$ cat config.mk
export PLATFORM = sky130hd
export DESIGN_NAME = ikaopm_acc_mc
export DESIGN_NICKNAME = d
export VERILOG_FILES = /design/src/rtl/ikaopm_acc_mc.sv
export SDC_FILE = /design/constraint.sdc
export NUM_CORES = 1
export LEC_CHECK = 0
export CORE_MARGIN = 2
export CORE_UTILIZATION = 55
export CTS_CLUSTER_SIZE = 16
export DETAILED_ROUTE_END_ITERATION = 8
export PLACE_DENSITY_LB_ADDON = 0.15
export REMOVE_ABC_BUFFERS = 1
export SYNTH_ARGS = -nofsm -noshare
export SYNTH_HDL_FRONTEND = slang
export SYNTH_SLANG_ARGS = --single-unit
$ cat constraint.sdc
create_clock -name i_EMUCLK -period 9.2 [get_ports i_EMUCLK]
set_input_delay 2.76 -clock i_EMUCLK [delete_from_list [all_inputs] [get_ports i_EMUCLK]]
set_output_delay 2.76 -clock i_EMUCLK [all_outputs]
set_load 0.05 [all_outputs]
$ cat src/rtl/ikaopm_acc_mc.sv
// ikaopm_acc_mc: per-channel frame accumulator with saturated parallel output
// and a linear / 10.3 floating-point serial stream for external DACs.
module ikaopm_acc_mc #(
  parameter int CH_NUM = 2,
  parameter int IN_W   = 14,
  parameter int ACC_W  = 18,
  parameter int OUT_W  = 16
) (
  input  logic                    i_EMUCLK,
  input  logic                    i_MRST,
  input  logic                    i_CEN_n,
  input  logic                    i_FRAME_SYNC,
  input  logic                    i_SAMPLE_VALID,
  input  logic [IN_W-1:0]         i_SAMPLE,
  input  logic [CH_NUM-1:0]       i_CH_EN,
  input  logic                    i_MODE,
  output logic [CH_NUM*OUT_W-1:0] o_PO,
  output logic                    o_PO_VALID,
  output logic                    o_SO,
  output logic                    o_SYNC,
  output logic                    o_BUSY,
  output logic                    o_OVERRUN
);
  localparam int CW = CH_NUM > 1 ? $clog2(CH_NUM) : 1;
  localparam int BW = $clog2(OUT_W);
  localparam int SW = ACC_W > OUT_W ? ACC_W : OUT_W;
  typedef enum logic {IDLE, SHIFT} state_t;
  state_t state_q, state_d;
  logic [ACC_W-1:0] acc_q [CH_NUM];
  logic [ACC_W-1:0] acc_d [CH_NUM];
  logic [CH_NUM*OUT_W-1:0] po_q, po_d;
  logic po_valid_q, po_valid_d, ovr_q, ovr_d, mode_q, mode_d;
  logic [CW-1:0] ch_q, ch_d;
  logic [BW-1:0] bit_q, bit_d;
  logic en, last_bit, last, run;
  logic [ACC_W-1:0] ext, fin;
  logic [SW-1:0] finx;
  logic [SW-OUT_W:0] hi;
  logic [OUT_W-1:0] po_ch;
  logic [15:0] v, fword;
  logic [2:0] k, e;
  assign en = ~i_CEN_n;
  always_comb begin : accum
    ext = ACC_W'($signed(i_SAMPLE));
    po_d = po_q;
    po_valid_d = en ? i_FRAME_SYNC : po_valid_q;
    fin = '0;
    finx = '0;
    hi = '0;
    for (int n = 0; n < CH_NUM; n++) begin
      fin = acc_q[n] + ((i_SAMPLE_VALID && i_CH_EN[n]) ? ext : '0);
      acc_d[n] = !en ? acc_q[n] : i_FRAME_SYNC ? '0 : fin;
      // bits above the output sign must all agree for the sum to fit
      finx = SW'($signed(fin));
      hi = finx[SW-1:OUT_W-1];
      if (en && i_FRAME_SYNC)
        po_d[n*OUT_W +: OUT_W] = (&hi || !(|hi)) ? finx[OUT_W-1:0]
                               : {finx[SW-1], {(OUT_W-1){~finx[SW-1]}}};
    end
  end
  always_comb begin : ser
    po_ch = po_q[ch_q*OUT_W +: OUT_W];
    v = po_ch[OUT_W-1 -: 16];
    k = '0;
    run = 1'b1;
    for (int i = 14; i >= 9; i--) begin
      run = run && (v[i] == v[15]);
      k = k + {2'b0, run};
    end
    e = 3'd7 - k;
    fword = {3'b0, e, 10'(v >> (e - 3'd1))};
    last_bit = bit_q == (mode_q ? BW'(15) : BW'(OUT_W - 1));
    last = state_q == SHIFT && last_bit && ch_q == CW'(CH_NUM - 1);
    state_d = state_q;
    ch_d = ch_q;
    bit_d = bit_q;
    mode_d = mode_q;
    ovr_d = en ? (i_FRAME_SYNC && state_q == SHIFT && !last) : ovr_q;
    if (en && po_valid_q) begin
      state_d = SHIFT;
      ch_d = '0;
      bit_d = '0;
      mode_d = i_MODE;
    end else if (en && state_q == SHIFT) begin
      state_d = (i_FRAME_SYNC || last) ? IDLE : SHIFT;
      bit_d = last_bit ? '0 : bit_q + 1'b1;
      ch_d = last_bit ? ch_q + 1'b1 : ch_q;
    end
    o_BUSY = state_q == SHIFT;
    o_SYNC = o_BUSY && bit_q == '0;
    o_SO = o_BUSY && (mode_q ? fword[bit_q[3:0]] : po_ch[bit_q]);
  end
  always_ff @(posedge i_EMUCLK or posedge i_MRST) begin
    if (i_MRST) begin
      acc_q <= '{default: '0};
      po_q <= '0;
      po_valid_q <= 1'b0;
      ovr_q <= 1'b0;
      mode_q <= 1'b0;
      state_q <= IDLE;
      ch_q <= '0;
      bit_q <= '0;
    end else begin
      acc_q <= acc_d;
      po_q <= po_d;
      po_valid_q <= po_valid_d;
      ovr_q <= ovr_d;
      mode_q <= mode_d;
      state_q <= state_d;
      ch_q <= ch_d;
      bit_q <= bit_d;
    end
  end
  assign o_PO = po_q;
  assign o_PO_VALID = po_valid_q;
  assign o_OVERRUN = ovr_q;
endmodule

==> impl_results.md, run 1 <==
* Diode count at 0
* Synth-to-layout area growth at 13.94%
* Max-capacitance violation count at 0
* Synth Area in Simple Gates at ~17%
* Total global routing track utilization at a little under a third
* Aggregate global routing overflow at 0
* Sink Count at 77
* Max Freq at 116.2 MHz
* Cell area after technology mapping at 6156 µm²
* Final net count at 768
* Worst hold path type: register to register
* Total number of H-tree levels at 3
* Leading cell type by number of instances after synthesis: sky130_fd_sc_hd__dfrtp_1
* Final cycle utilization of the critical path at between 90% and 100%
* Routed wirelength normalized by instance count at 20.77 µm
* Sum of negative setup slack at 0 ps
* Fillcell total at just over 900
* Setup violations, final at 0
* Static Leak at 3.040 nW
* Post-Synth XOR/XNOR Area at roughly 5.0%
* Number of buffers inserted by port buffering at between 50 and 60
* Worst setup EP type: primary output
* DP Area at 6788 µm²
* Routability congestion estimate from global placement at slightly above 0.9
* Starting density of the core at about 57%
* I/O pin cnt at between 50 and 60
* Post-route standard cell area excluding fillers at roughly 7000 µm²
* First-pass DRT Iterations at 5
* Fraction of the mapped netlist area in adder cells at 8.496%
* Post-CTS Setup Inserts at 0
* Initial antenna violation count at 0
* Vias in the first global route at between 5000 and 6000
* Number of vias in the routed layout at ~5600
* Placeable core region at between 10000 and 15000 µm²
* Post-synthesis async set-or-reset flop share at 100.0%
* Area used by multi-input combinational logic at 3970 µm²
* Mux contribution to synthesized area at under 10%
* Cell at the root of the clock tree: sky130_fd_sc_hd__clkbuf_8
* Worst-case vdd ir drop at ~0.13 mV
* First-pass GRT wire length at 28170 µm
* Worst Tran Pin Value at approximately 1100 ps
* Die area at approximately 12000 µm²
* Starting DRT DRC Count at 413
* Number of pins with negative max-slew slack in the final report at 0
* Final HPWL from detailed placement at between 10000 and 15000 µm
* Share of the yosys chip area belonging to registers at 31.30%
* Combinational family with the most area after synthesis: compound AO/OA/AOI/OAI gates
* Main flop type after synthesis: sky130_fd_sc_hd__dfrtp_1
* Die span in y at 109.8 µm
* Category of the worst setup path launch point: register
* Total clock buffers created by CTS at 9
* Clock-pin transition on the worst setup and hold timing paths at roughly 90 ps
* Count of cell types in the netlist at a little over 70
* Data arrival time of the critical path at around 5900 ps
* Number of failing hold endpoints at the final stage at 0
* Core utilization of the finished layout at between 60% and 70%
* Sequential cell area at approximately 1900 µm²
* Quantity of gates resized following cts at 0
* Post-detailed-route count of antenna-violating nets at 0
* Average footprint of a synthesized cell at 9.202 µm²
* Die extent in x at 109.8 µm
* Share of post-route cells with drive strength above 1 at between 10% and 20%
* Data required time at the worst endpoint at 6440 ps
* Most frequent cell on the critical path: sky130_fd_sc_hd__mux4_2
* Maximum number of pins on one net before global-route repair at 78
* CP Cell Sequence: buf_4 -> mux2_2 -> or3_1 -> or4_1 -> o21ai_0 -> fa_1 -> inv_2 -> mux4_2 -> nor2_1 -> or2_0 -> mux4_2 -> a41o_1 -> nor3b_2 -> clkdlybuf4s50_1
* Syn. warnings at 0
* Synthesized-area fraction occupied by ao, oa, aoi and oai cells at between 20% and 30%
* DR vias/cell at roughly 6.5
* Status: complete, no violations
* Minimum clock period after layout at about 8600 ps
* Syn Inst Count at 669
* Setup Crit Path Kind: register to primary output
* Drc violations at 0
* Post-synth top area cell: sky130_fd_sc_hd__dfrtp_1
* Number of enable-type register cells in the synthesized netlist at 0
* Max_slew headroom at 23.66%
* Setup repair after global routing missed its margin: false
* Top cells by area in the synthesized netlist: sky130_fd_sc_hd__dfrtp_1 31%, sky130_fd_sc_hd__ha_1 7.5%, sky130_fd_sc_hd__mux4_2 5.1%
* Most instantiated cells after synthesis: 77 x sky130_fd_sc_hd__dfrtp_1, 65 x sky130_fd_sc_hd__nand2_1, 57 x sky130_fd_sc_hd__nor2_1
* Clock insertion delay at the later pin of the skew report at 370 ps
* Std-Cell Rows at 38
* Highest net fanout along the worst path at 21
* Maximum number of buffers from clock root to sink at 2
* Number of storage elements in the synthesis netlist at 77
* Detailed Route WL at 17680 µm
* Proportion of netlist area held by the largest area contributor at 31.30%
* Slowest cell on the critical path: sky130_fd_sc_hd__clkdlybuf4s50_1
* Pwr per Cell Area at around 240 nW/µm²
* Maximum cell stage delay along the critical path at approximately 810 ps
* Clock Skew at roughly 11 ps
* Number of buffers added to fix hold violations after cts at 0
* CTS tree: done
==> sequential cells by signal, indices dropped and copies added (netlist names) <==
signal,cells
acc_q,36
bit_q,4
ch_q,1
mode_q,1
o_BUSY,1
o_OVERRUN,1
o_PO,32
o_PO_VALID,1
==> cell usage in the layout (no fill, tap or decap), types with 4 or more instances in the layout <==
master	n
sky130_fd_sc_hd__a21o_1	10
sky130_fd_sc_hd__a21oi_1	35
sky130_fd_sc_hd__a22o_1	16
sky130_fd_sc_hd__a22oi_1	11
sky130_fd_sc_hd__a311oi_1	4
sky130_fd_sc_hd__a311oi_2	8
sky130_fd_sc_hd__a31oi_1	5
sky130_fd_sc_hd__and3_1	33
sky130_fd_sc_hd__buf_4	7
sky130_fd_sc_hd__clkbuf_8	11
sky130_fd_sc_hd__clkdlybuf4s50_1	57
sky130_fd_sc_hd__dfrtp_1	77
sky130_fd_sc_hd__ha_1	37
sky130_fd_sc_hd__inv_1	19
sky130_fd_sc_hd__mux2_2	16
sky130_fd_sc_hd__mux2i_1	7
sky130_fd_sc_hd__mux4_2	14
sky130_fd_sc_hd__nand2_1	65
sky130_fd_sc_hd__nand2b_1	10
sky130_fd_sc_hd__nand3_1	14
sky130_fd_sc_hd__nand4_1	6
sky130_fd_sc_hd__nor2_1	57
sky130_fd_sc_hd__nor3_1	7
sky130_fd_sc_hd__o211ai_1	8
sky130_fd_sc_hd__o21a_1	4
sky130_fd_sc_hd__o21ai_0	45
sky130_fd_sc_hd__o21bai_1	7
sky130_fd_sc_hd__o221ai_1	12
sky130_fd_sc_hd__o31ai_1	5
sky130_fd_sc_hd__or3_1	4
sky130_fd_sc_hd__xnor2_1	23
sky130_fd_sc_hd__xor2_1	10
==> kinds of logic after synthesis <==
kind of cell | Yosys count
DFF | 77
AOI/OAI and AO/OA | 205
buffers and inverters | 62
and+or+nand+nor | 214
adders and majority gates | 40
xor gates and xnor gates | 34
muxes | 37
==> routing by layer <==
metal	track usage [%]	vias up	part of all wire, %
li1	-	2584	-
met1	42.16	2677	44
met2	48.60	249	46
met3	4.386	43	7.2
met4	13.65	0	3.2
met5	0	-	0
==> report_power, final <==
part / switching [mW] / total, mW / internal [mW]
clock: 0.135 / 0.303 / 0.168
combinational: 0.532 / 0.873 / 0.341
sequential: 0.0818 / 0.486 / 0.404
total: 0.749 / 1.66 / 0.913
==> per-stage QoR <==
stage                     hold slack [ps]  std cells  setup slack, ps  power, mW
after floorplan                     453.3        630             1538      1.087
after global placement              471.3        835             1159      1.338
after detailed placement            483.5        835             1048      1.352
after CTS                           501.7        851            629.6      1.656
after global routing                528.8        851            355.0      1.742
final                               496.1        851            594.3      1.662
==> cell type report <==
class / instances / area share, %
Multi-Input combinational cell: 530 / 56.60
Sequential cell: 77 / 27.47
Timing Repair Buffer: 65 / 8.955
Tap cell: 140 / 2.497
Clock buffer: 13 / 2.265
Inverter: 23 / 1.249
Clock inverter: 3 / 0.9633
==> final timing paths <==
| kind | from | end | slack [ps] | depth (start not counted) |
|---|---|---|---|---|
| setup / recovery | ch_q | o_SO | 590 | 14 |
| hold / removal | acc_q[12] | acc_q[12] | 500 | 2 |
| setup reg to reg | acc_q[18] | o_PO[10] | 5600 | 10 |
| hold reg to reg | acc_q[12] | acc_q[12] | 500 | 2 |
| max in group asynchronous | i_MRST | acc_q[7] | 5530 | 3 |
| min in group asynchronous | i_MRST | ch_q | 3010 | 3 |
==> worst max-delay path: cells and delay by family, from the launching register on <==
kind / cells / cell delay (ps)
buffers and inverters: 3 / 1460
and+or+nand+nor: 5 / 1390
muxes: 3 / 1180
adders and majority gates: 1 / 710
AOI/OAI and AO/OA: 2 / 410
DFF: 1 / 330
Power figures use the tool's default switching activity.
==> run 2, diff against run 1 <==
Settings changed: SLEW_MARGIN set to 10.
==> results of run 2 <==
Final layout, timing and power as in run 1 (identical DEF).
==> run 3, diff against run 2 <==
Settings changed: SLEW_MARGIN 10 to 20.
==> run 3 against run 2 <==
Net effect:
- first-iteration DRC count up 11%
- sequential share of layout area hardly changed
- design area grew 0.16%
- core utilization grew 0.10 points
- count of clock-buffer cells in the layout unchanged
- critical path type unchanged
- critical endpoint unchanged
- largest cell class unchanged
==> impl_results.md, run 3 (same netlist as run 1, synthesis figures left out) <==
* Status: complete, no violations (unchanged)
* First-pass DRT Iterations at 5 (unchanged)
* Starting density of the core at 56.54% (unchanged)
* Data required time at the worst endpoint at 6440 ps (about the same)
* Synth-to-layout area growth at 14.13% (was 13.94%)
* Sequential cell area at 1927 µm² (unchanged)
* Aggregate global routing overflow at 0 (unchanged)
* Worst hold path type: register to register (unchanged)
* Max_slew headroom at 25.89% (was 23.66%)
* Detailed Route WL at 17750 µm (was 17680 µm)
* Internal power contribution at 914.0 µW (was 913.4 µW)
* Area used by multi-input combinational logic at 3978 µm² (was 3970 µm²)
* Post-detailed-route count of antenna-violating nets at 0 (unchanged)
* Total net switching power at 751.4 µW (was 748.8 µW)
* Comb pwr share at 52.6% (was 52.5%)
* Pwr per Cell Area at 237.1 nW/µm² (was 237.0 nW/µm²)
* Share of post-route cells with drive strength above 1 at 11.81% (was 11.67%)
* Initial antenna violation count at 0 (unchanged)
* Clock-pin transition on the worst setup and hold timing paths at 90 ps (about the same)
* Most frequent cell on the critical path: sky130_fd_sc_hd__mux4_2 (unchanged)
* Max Freq at 116.3 MHz (was 116.2 MHz)
* Largest reg by FF count: acc_q (unchanged)
* Clock insertion delay at the later pin of the skew report at 370 ps (about the same)
* Total global routing track utilization at 30.84% (unchanged)
* Relative contribution of sequential cells to total power at 29.2% (about the same)
* Starting DRT DRC Count at 459 (was 413)
* Worst-case vdd ir drop at 0.1336 mV (was 0.1335 mV)
* Number of vias in the routed layout at 5558 (was 5553)
* Std-Cell Rows at 38 (unchanged)
* Post-route insts no fill at 851 (unchanged)
* Placeable core region at 10890 µm² (unchanged)
* Placement-stage worst setup slack at 1048 ps (unchanged)
* DR vias/cell at 6.531 (was 6.525)
* First-pass GRT wire length at 28170 µm (unchanged)
* Minimum clock period after layout at 8602 ps (was 8606 ps)
* Worst setup EP type: primary output (unchanged)
* Sum of negative setup slack at 0 ps (unchanged)
* Static Leak at 3.044 nW (was 3.040 nW)
* Vias in the first global route at 5310 (unchanged)
* Total number of H-tree levels at 3 (unchanged)
* Maximum cell stage delay along the critical path at 810 ps (about the same)
* Category of the worst setup path launch point: register (unchanged)
* Fillcell total at 906 (was 908)
* Setup repair after global routing missed its margin: false (unchanged)
* Worst Tran Pin Value at 1109 ps (was 1137 ps)
* Kind of cell adding the most delay to the critical path: buffers and inverters (unchanged)
* Number of pins with negative max-slew slack in the final report at 0 (unchanged)
* Cell at the root of the clock tree: sky130_fd_sc_hd__clkbuf_8 (unchanged)
* Number of buffers inserted by port buffering at 58 (unchanged)
* Die area at 12050 µm² (unchanged)
* Leading cell type in the layout, fill and taps excluded: sky130_fd_sc_hd__dfrtp_1 (unchanged)
* Commonest non-fill, non-tap cells in the layout: 77 x sky130_fd_sc_hd__dfrtp_1, 65 x sky130_fd_sc_hd__nand2_1, 57 x sky130_fd_sc_hd__nor2_1, 57 x sky130_fd_sc_hd__clkdlybuf4s50_1, 45 x sky130_fd_sc_hd__o21ai_0 (unchanged)
* Sink Count at 77 (unchanged)
* Clock Skew at 11.32 ps (was 10.50 ps)
* Total clock buffers created by CTS at 9 (unchanged)
* Final net count at 768 (unchanged)
* Number of failing hold endpoints at the final stage at 0 (unchanged)
* Final cycle utilization of the critical path at 93.50% (was 93.54%)
* Quantity of gates resized following cts at 0 (unchanged)
* Post-CTS Setup Inserts at 0 (unchanged)
* Diode count at 0 (unchanged)
* Drc violations at 0 (unchanged)
* Share of power burned in the clock network at 18.2% (about the same)
* Total buffers and inverters traversed by the critical path at 3 (unchanged)
* Highest net fanout along the worst path at 21 (unchanged)
* Number of flip-flops under the largest register name at 36 (unchanged)
* Die extent in x at 109.8 µm (unchanged)
* Worst hold margin at 498.7 ps (was 496.1 ps)
* Die span in y at 109.8 µm (unchanged)
* Final HPWL from detailed placement at 12820 µm (unchanged)
* CTS tree: done (unchanged)
* Final worst-path setup slack at 598.2 ps (was 594.3 ps)
* Max-capacitance violation count at 0 (unchanged)
* Routed wirelength normalized by instance count at 20.85 µm (was 20.77 µm)
* Slowest cell on the critical path: sky130_fd_sc_hd__clkdlybuf4s50_1 (unchanged)
* Setup Crit Path Kind: register to primary output (unchanged)
* Maximum number of pins on one net before global-route repair at 78 (unchanged)
* Setup violations, final at 0 (unchanged)
* Maximum number of buffers from clock root to sink at 2 (unchanged)
* Routability congestion estimate from global placement at 0.9200 (unchanged)
* CP Cell Sequence: buf_4 -> mux2_2 -> or3_1 -> or4_1 -> o21ai_0 -> fa_1 -> inv_2 -> mux4_2 -> nor2_1 -> or2_0 -> mux4_2 -> a41o_1 -> nor3b_2 -> clkdlybuf4s50_1 (unchanged)
* Number of buffers added to fix hold violations after cts at 0 (unchanged)
* Number of placed cells counting well taps at 835 (unchanged)
* Data arrival time of the critical path at 5840 ps (was 5850 ps)
* Fraction of power spent switching nets at 45.12% (was 45.05%)
* I/O pin cnt at 59 (unchanged)
==> run 3: cell types whose count changed in the layout (fill, tap and decap cells not counted) <==
cell                      delta
sky130_fd_sc_hd__xnor2_2     +1
sky130_fd_sc_hd__buf_6       +1
sky130_fd_sc_hd__xnor2_1     -1
sky130_fd_sc_hd__buf_4       -1
==> run 3: power by group through the flow <==
stage               combinational (mW)  sequential, mW  clock (mW)
finish                           0.876           0.486       0.303
global route                     0.933           0.492       0.318
CTS                              0.865           0.485       0.306
detailed placement               0.861           0.491           0
global placement                 0.848           0.490           0
floorplan                        0.461           0.626           0
==> run 3: metrics by stage <==
step	utilization [%]	power [mW]	cell area (µm²)
after floorplan	-	1.087	5976
after global placement	62.34	1.338	6788
after detailed placement	62.34	1.352	6788
after CTS	64.42	1.656	7014
after global routing	64.53	1.743	7025
final	64.53	1.665	7025
==> run 3: layer usage <==
layer | share of wire [%] | global-route usage (%)
met1 | 43 | 42.16
met2 | 46 | 48.60
met3 | 7.9 | 4.386
met4 | 3.0 | 13.65
met5 | 0 | 0
==> run 3: worst paths after layout <==
path | start | to | slack (ps) | depth (start not counted)
worst min-delay path | acc_q[12] | acc_q[12] | 500 | 2
worst max-delay path | ch_q | o_SO | 600 | 14
max in group asynchronous | i_MRST | acc_q[27] | 5800 | 3
worst max register to register | acc_q[0] | o_PO[30] | 5570 | 10
min in group asynchronous | i_MRST | ch_q | 2880 | 3
worst min register to register | acc_q[12] | acc_q[12] | 500 | 2
==> run 3: area by class of cell <==
type                    instances  share of cell area [%]
multi-input cells             530                   56.62
flip-flops and latches         77                   27.43
repair buffers                 65                   8.994
well taps                     140                   2.493
clock buffers                  13                   2.262
inverters                      23                   1.247
clock inverters                 3                  0.9617
==> run 3: worst register-to-register path: stages, from the launching register on <==
cell,delay (ps)
sky130_fd_sc_hd__dfrtp_1,390
sky130_fd_sc_hd__ha_1,240
sky130_fd_sc_hd__fa_1,440
sky130_fd_sc_hd__a211oi_1,300
sky130_fd_sc_hd__o21ai_0,190
sky130_fd_sc_hd__a31o_2,250
sky130_fd_sc_hd__nand4_1,130
sky130_fd_sc_hd__a31oi_1,120
sky130_fd_sc_hd__nor2b_1,770
sky130_fd_sc_hd__o211ai_1,420
sky130_fd_sc_hd__o211ai_1,290
